===== config.mk =====
export PLATFORM = sky130hd
export DESIGN_NAME = mult_scheduler
export DESIGN_NICKNAME = d
export VERILOG_FILES = /design/src/rtl/mult_scheduler.sv
export SDC_FILE = /design/constraint.sdc
export NUM_CORES = 1
export LEC_CHECK = 0
export CORE_ASPECT_RATIO = 0.5
export CORE_UTILIZATION = 40
export DETAILED_ROUTE_END_ITERATION = 10
export GPL_ROUTABILITY_DRIVEN = 0
export PLACE_DENSITY = 0.68
export SETUP_SLACK_MARGIN = 0.1
export SYNTH_ARGS = -nofsm -noshare
export SYNTH_HDL_FRONTEND = slang
export SYNTH_SLANG_ARGS = --single-unit

===== constraint.sdc =====
create_clock -name clk -period 3.5 [get_ports clk]
set_input_delay 0.875 -clock clk [delete_from_list [all_inputs] [get_ports clk]]
set_output_delay 0.875 -clock clk [all_outputs]
set_load 0.05 [all_outputs]

===== src/rtl/mult_scheduler.sv =====
// Two-requester round-robin front end for one shared 3x3 multiplier, one transaction in flight.
// Optional macro MULT_SCHED_ZERO_BYPASS_EN: a zero operand skips the multiply cycle.
module mult_scheduler #(
  parameter int CNT_W = 8
) (
  input  logic             clk,
  input  logic             rst,
  input  logic             req0_valid,
  input  logic [2:0]       req0_a,
  input  logic [2:0]       req0_b,
  output logic             req0_ready,
  input  logic             req1_valid,
  input  logic [2:0]       req1_a,
  input  logic [2:0]       req1_b,
  output logic             req1_ready,
  output logic             rsp_valid,
  input  logic             rsp_ready,
  output logic [5:0]       rsp_p,
  output logic             rsp_id,
  output logic [CNT_W-1:0] op_count
);

  typedef enum logic [1:0] {IDLE, MUL, HOLD} state_t;

  state_t           state_q;
  logic             last_q;
  logic [2:0]       a_q;
  logic [2:0]       b_q;
  logic             id_q;
  logic             rsp_valid_q;
  logic [5:0]       rsp_p_q;
  logic             rsp_id_q;
  logic [CNT_W-1:0] op_count_q;

  logic       grant0;
  logic       grant1;
  logic [2:0] sel_a;
  logic [2:0] sel_b;
  logic       zero_op;

  // last_q==1 means requester 1 was served most recently, so requester 0 wins a tie.
  assign grant0 = !rst && (state_q == IDLE) && req0_valid && (!req1_valid || last_q);
  assign grant1 = !rst && (state_q == IDLE) && req1_valid && (!req0_valid || !last_q);
  assign sel_a  = grant1 ? req1_a : req0_a;
  assign sel_b  = grant1 ? req1_b : req0_b;

`ifdef MULT_SCHED_ZERO_BYPASS_EN
  assign zero_op = (sel_a == 3'd0) || (sel_b == 3'd0);
`else
  assign zero_op = 1'b0;
`endif

  always_ff @(posedge clk) begin
    if (rst) begin
      state_q     <= IDLE;
      last_q      <= 1'b1;
      a_q         <= '0;
      b_q         <= '0;
      id_q        <= 1'b0;
      rsp_valid_q <= 1'b0;
      rsp_p_q     <= '0;
      rsp_id_q    <= 1'b0;
      op_count_q  <= '0;
    end else begin
      case (state_q)
        IDLE: begin
          if (grant0 || grant1) begin
            a_q    <= sel_a;
            b_q    <= sel_b;
            id_q   <= grant1;
            last_q <= grant1;
            if (zero_op) begin
              rsp_p_q     <= '0;
              rsp_id_q    <= grant1;
              rsp_valid_q <= 1'b1;
              state_q     <= HOLD;
            end else begin
              state_q <= MUL;
            end
          end
        end
        MUL: begin
          rsp_p_q     <= {3'b000, a_q} * {3'b000, b_q};
          rsp_id_q    <= id_q;
          rsp_valid_q <= 1'b1;
          state_q     <= HOLD;
        end
        HOLD: begin
          if (rsp_ready) begin
            rsp_valid_q <= 1'b0;
            op_count_q  <= op_count_q + CNT_W'(1);
            state_q     <= IDLE;
          end
        end
        default: state_q <= IDLE;
      endcase
    end
  end

  assign req0_ready = grant0;
  assign req1_ready = grant1;
  assign rsp_valid  = rsp_valid_q;
  assign rsp_p      = rsp_p_q;
  assign rsp_id     = rsp_id_q;
  assign op_count   = op_count_q;

endmodule


== Word level (Yosys, flattened, before mapping) ==
Cells that the tools add are included.

* Flip-flop bits (word level): 26
* Logic and storage cells: 40
* Output and inout port bits: 18
* Input port bits: 17

* Eq/ne operators: 4
* Multiplexer cells: 7
* Multipliers: 1
* $add $sub $neg: 1
* Reductions and logical operators: 18

{| class="wikitable"
|+ Operator list
! operator !! count
|-
| $add A8 B1 Y8 const B || 1
|-
| $reduce_and A2 Y1 || 4
|-
| $mul A3 B3 Y6 || 1
|-
| $mux W3 || 2
|-
| $pmux W2 S3 || 1
|-
| $logic_and A1 B1 Y1 || 5
|-
| $logic_not A1 Y1 || 4
|-
| $mux W2 || 2
|-
| $logic_or A1 B1 Y1 || 3
|-
| $eq A2 B1 Y1 const B || 1
|-
| $eq A2 B2 Y1 const B || 1
|-
| $logic_not A2 Y1 || 1
|-
| $ne A2 B1 Y1 const B || 1
|-
| $ne A2 B2 Y1 const B || 1
|-
| $pmux W1 S2 || 1
|-
| $reduce_bool A2 Y1 || 1
|-
| $mux W1 || 1
|}

== Logic depth before layout (Yosys ltp) ==
* Depth in word-level cells: 7
* Depth in mapped cells: 9
* Gate-level depth less buffers: 9

== Worst setup path after synthesis ==
No wires, ideal clock.

* Path type: input to output
* From: input rst
* To: output req1_ready
* Slack: 613 ps
* Required time: 2,625 ps
* Arrival: 2,012 ps
* Buffers on the path: 2
* Stages: 5
* Cells stage by stage: buf_6 or3_4 or2_1 buf_6 inv_1

* Word-level cells in the longest chain between the ends: 4

{| class="wikitable"
|+ RTL lines
! what !! RTL line !! RTL
|-
| start: declaration || 7 || <nowiki>input logic rst,</nowiki>
|-
| $logic_not A1 Y1 || 43 || <nowiki>assign grant1 = !rst && (state_q == IDLE) && req1_valid && (!req0_valid || !last_q);</nowiki>
|-
| $logic_and A1 B1 Y1 (3 in a row) || 43 ||
|-
| end: declaration || 15 || <nowiki>output logic req1_ready,</nowiki>
|}

Every way passes these cells.

== Final worst setup path ==
Same ends and word-level chain as after synthesis.

==> impl_metrics.env <==
export IMPL_synth_area_mm2=0.00131
export IMPL_die_height_um=42.4
export IMPL_worstPathArrival_ns=2.36
export IMPL_cts_resized_gates=0
export IMPL_drt_initial_drc_count=52
export IMPL_cts_root_buf="clkbuf_8"
export IMPL_ys_flop_type="dfxtp_1"
export IMPL_diodes=0
export IMPL_num_fill_cells=296
export IMPL_synth_async_reset_ratio=0
export IMPL_grt_max_degree=27
export IMPL_placed_cells=216
export IMPL_ys_top_cells_by_area="dfxtp_1 40%, ha_1 5.7%, a21oi_1 4.6%"
export IMPL_crit_required_ns=2.62
export IMPL_cts_tree="built"
export IMPL_worstMarginPinSlew_ns=0.638
export IMPL_die_area_mm2=0.00351
export IMPL_ys_warn_count=0
export IMPL_crit_fanout=13
export IMPL_postRouteAntennaNets=0
export IMPL_wl_um=2630
export IMPL_maxCapViolations=0
export IMPL_status="finished, final reports clean"
export IMPL_criticalPathCategory="in2out"
export IMPL_max_slew_margin=0.573
export IMPL_initial_core_util=0.429
export IMPL_grt_pass1_wl_um=4370
export IMPL_stdcell_count=220
export IMPL_ctsHoldBuffers=0
export IMPL_port_buffers=34
export IMPL_ys_types=34
export IMPL_ir_worst_vdd_mv=0.175
export IMPL_clock_path_buffers=2
export IMPL_syn_avg_cell_area_um2=8.89
export IMPL_multi_input_area_um2=717
export IMPL_maxSlewViolCount=0
export IMPL_drive_gt1_frac=0.0722
export IMPL_synth_top_area_cell="dfxtp_1"
export IMPL_postCtsSetupRepairBufs=0
export IMPL_hp_class="reg2reg"
export IMPL_clock_latency_ns=0.27
export IMPL_cts_sinks=26
export IMPL_die_x_um=82.8
export IMPL_reg2reg_depth=9
export IMPL_layout_nets=206
export IMPL_fin_worst_skew_ns=0.00336
export IMPL_synth_seq_area_share=0.398
export IMPL_yosysMostFrequentCell="dfxtp_1"
export IMPL_power_total_uw=659
export IMPL_core_area_mm2=0.00305
export IMPL_setup_viol=0
export IMPL_vias=1179
export IMPL_synth_edf_count=0
export IMPL_ctsHtreeMaxLevel=1
export IMPL_path_clk_slew_ns=0.09
export IMPL_whs_path_depth=2
export IMPL_antenna_found_initial=0
export IMPL_cts_buffers=3
export IMPL_synth_nets=172
export IMPL_dr_pass1_iters=4
export IMPL_hold_viol_final=0
export IMPL_grt_total_usage=0.154
export IMPL_area_delta_synth_final_pct=33.5
export IMPL_end_kind="output pin"
export IMPL_rsz0062_at_grt="false"
export IMPL_post_route_period_util=0.925
export IMPL_seqCellArea_um2=520
export IMPL_pwr_density_cell_mw_per_mm2=378
export IMPL_synth_seq_cells=26
export IMPL_drc=0
export IMPL_power_leakage_nw=0.651
export IMPL_start_kind="input port"
export IMPL_viasPerCell=5.36
export IMPL_io_pins=35
export IMPL_fmax_mhz=309
export IMPL_fin_setup_tns_ns=0
export IMPL_first_global_vias=1020
export IMPL_dp_hpwl_um=1990
export IMPL_synth_common_cells="26 x dfxtp_1, 15 x nand2_1, 12 x a21oi_1, 8 x nand4_1, 8 x o31ai_1"
export IMPL_synth_top_area_frac=0.398
export IMPL_synth_cells=147
export IMPL_finalCriticalPeriod_ns=3.24
export IMPL_holdWs_ns=0.461
export IMPL_rows=14
export IMPL_wl_per_cell_um=12.0
export IMPL_gr_total_overflow=0
[routing by layer]
metal  vias up  wire length (um)  global-route usage
met3         2               130              0.0453
met2        32              1140               0.246
met5         -                 0                   0
li1        605                 -                   -
met1       540              1340               0.204
met4         0                14              0.0414
[metrics by stage]
step | setup WS, ns | cell area (um2) | utilization
floorplan | 0.613 | 1310 | -
global placement | 0.285 | 1690 | 0.554
detailed placement | 0.268 | 1690 | 0.554
CTS | 0.267 | 1740 | 0.572
global route | 0.177 | 1740 | 0.572
finish | 0.262 | 1740 | 0.572
[layout make-up]
type                    instances  share of cell area
clock buffers                   4              0.0316
well taps                      40              0.0287
repair buffers                 36               0.215
multi-input cells             107               0.411
inverters                       7              0.0151
flip-flops and latches         26               0.298
[logic make-up (layout without fill, tap and decap cells)]
| kind of cell | after synthesis | count (layout) | synth area share |
|---|---|---|---|
| AO/OA/AOI/OAI | 35 | 35 | 0.179 |
| AND/OR/NAND/NOR | 60 | 60 | 0.254 |
| multiplexers | 1 | 1 | 0.00766 |
| XOR/XNOR | 3 | 3 | 0.0201 |
| adder cells (fa/ha/maj) | 8 | 8 | 0.0881 |
| flip-flops | 26 | 26 | 0.398 |
| buffers and inverters | 14 | 47 | 0.0527 |
[where the power goes]
part / leakage (nW) / internal [mW] / switching [mW]
clock: 0.0288 / 0.101 / 0.0951
sequential: 0.212 / 0.313 / 0.0155
combinational: 0.410 / 0.0585 / 0.0757
[state kept, by name, summed over array words and instances, names as in the netlist]
register / count
last_q: 1
b_q: 3
op_count: 8
rsp_valid: 1
a_q: 3
rsp_id: 1
state_q: 2
id_q: 1
rsp_p: 6
[placed cells by master, fill, tap and decap left out, drive strengths merged, types with 2 or more instances in the layout]
master and instances:
a311oi 6, nand4 8, a211oi 2, or4 2, a21oi 12, o31ai 8, nand2b 3, buf 4
nor2 6, or3 4, o21ai 4, inv 7, clkbuf 4, clkdlybuf4s50 32, nor2b 2, nand3 3
dfxtp 26, ha 6, nor3 8, fa 2, nand2 15, xor2 2, and2 5
[critical path, stage by stage]
cell and delay [ns]:
clkdlybuf4s50_1 0.42, or3_4 0.41, or2_1 0.36, inv_1 0.15
buf_12 0.15
[path summary, 6_finish.rpt]
path | startpoint | end | slack [ns]
setup / recovery | rst | req1_ready | 0.26
hold / removal | rsp_p[4] | rsp_p[4] | 0.46
setup reg to reg | a_q[0] | rsp_p[4] | 1.44
hold reg to reg | rsp_p[4] | rsp_p[4] | 0.46
No activity file was read; power rests on OpenSTA's default activity.
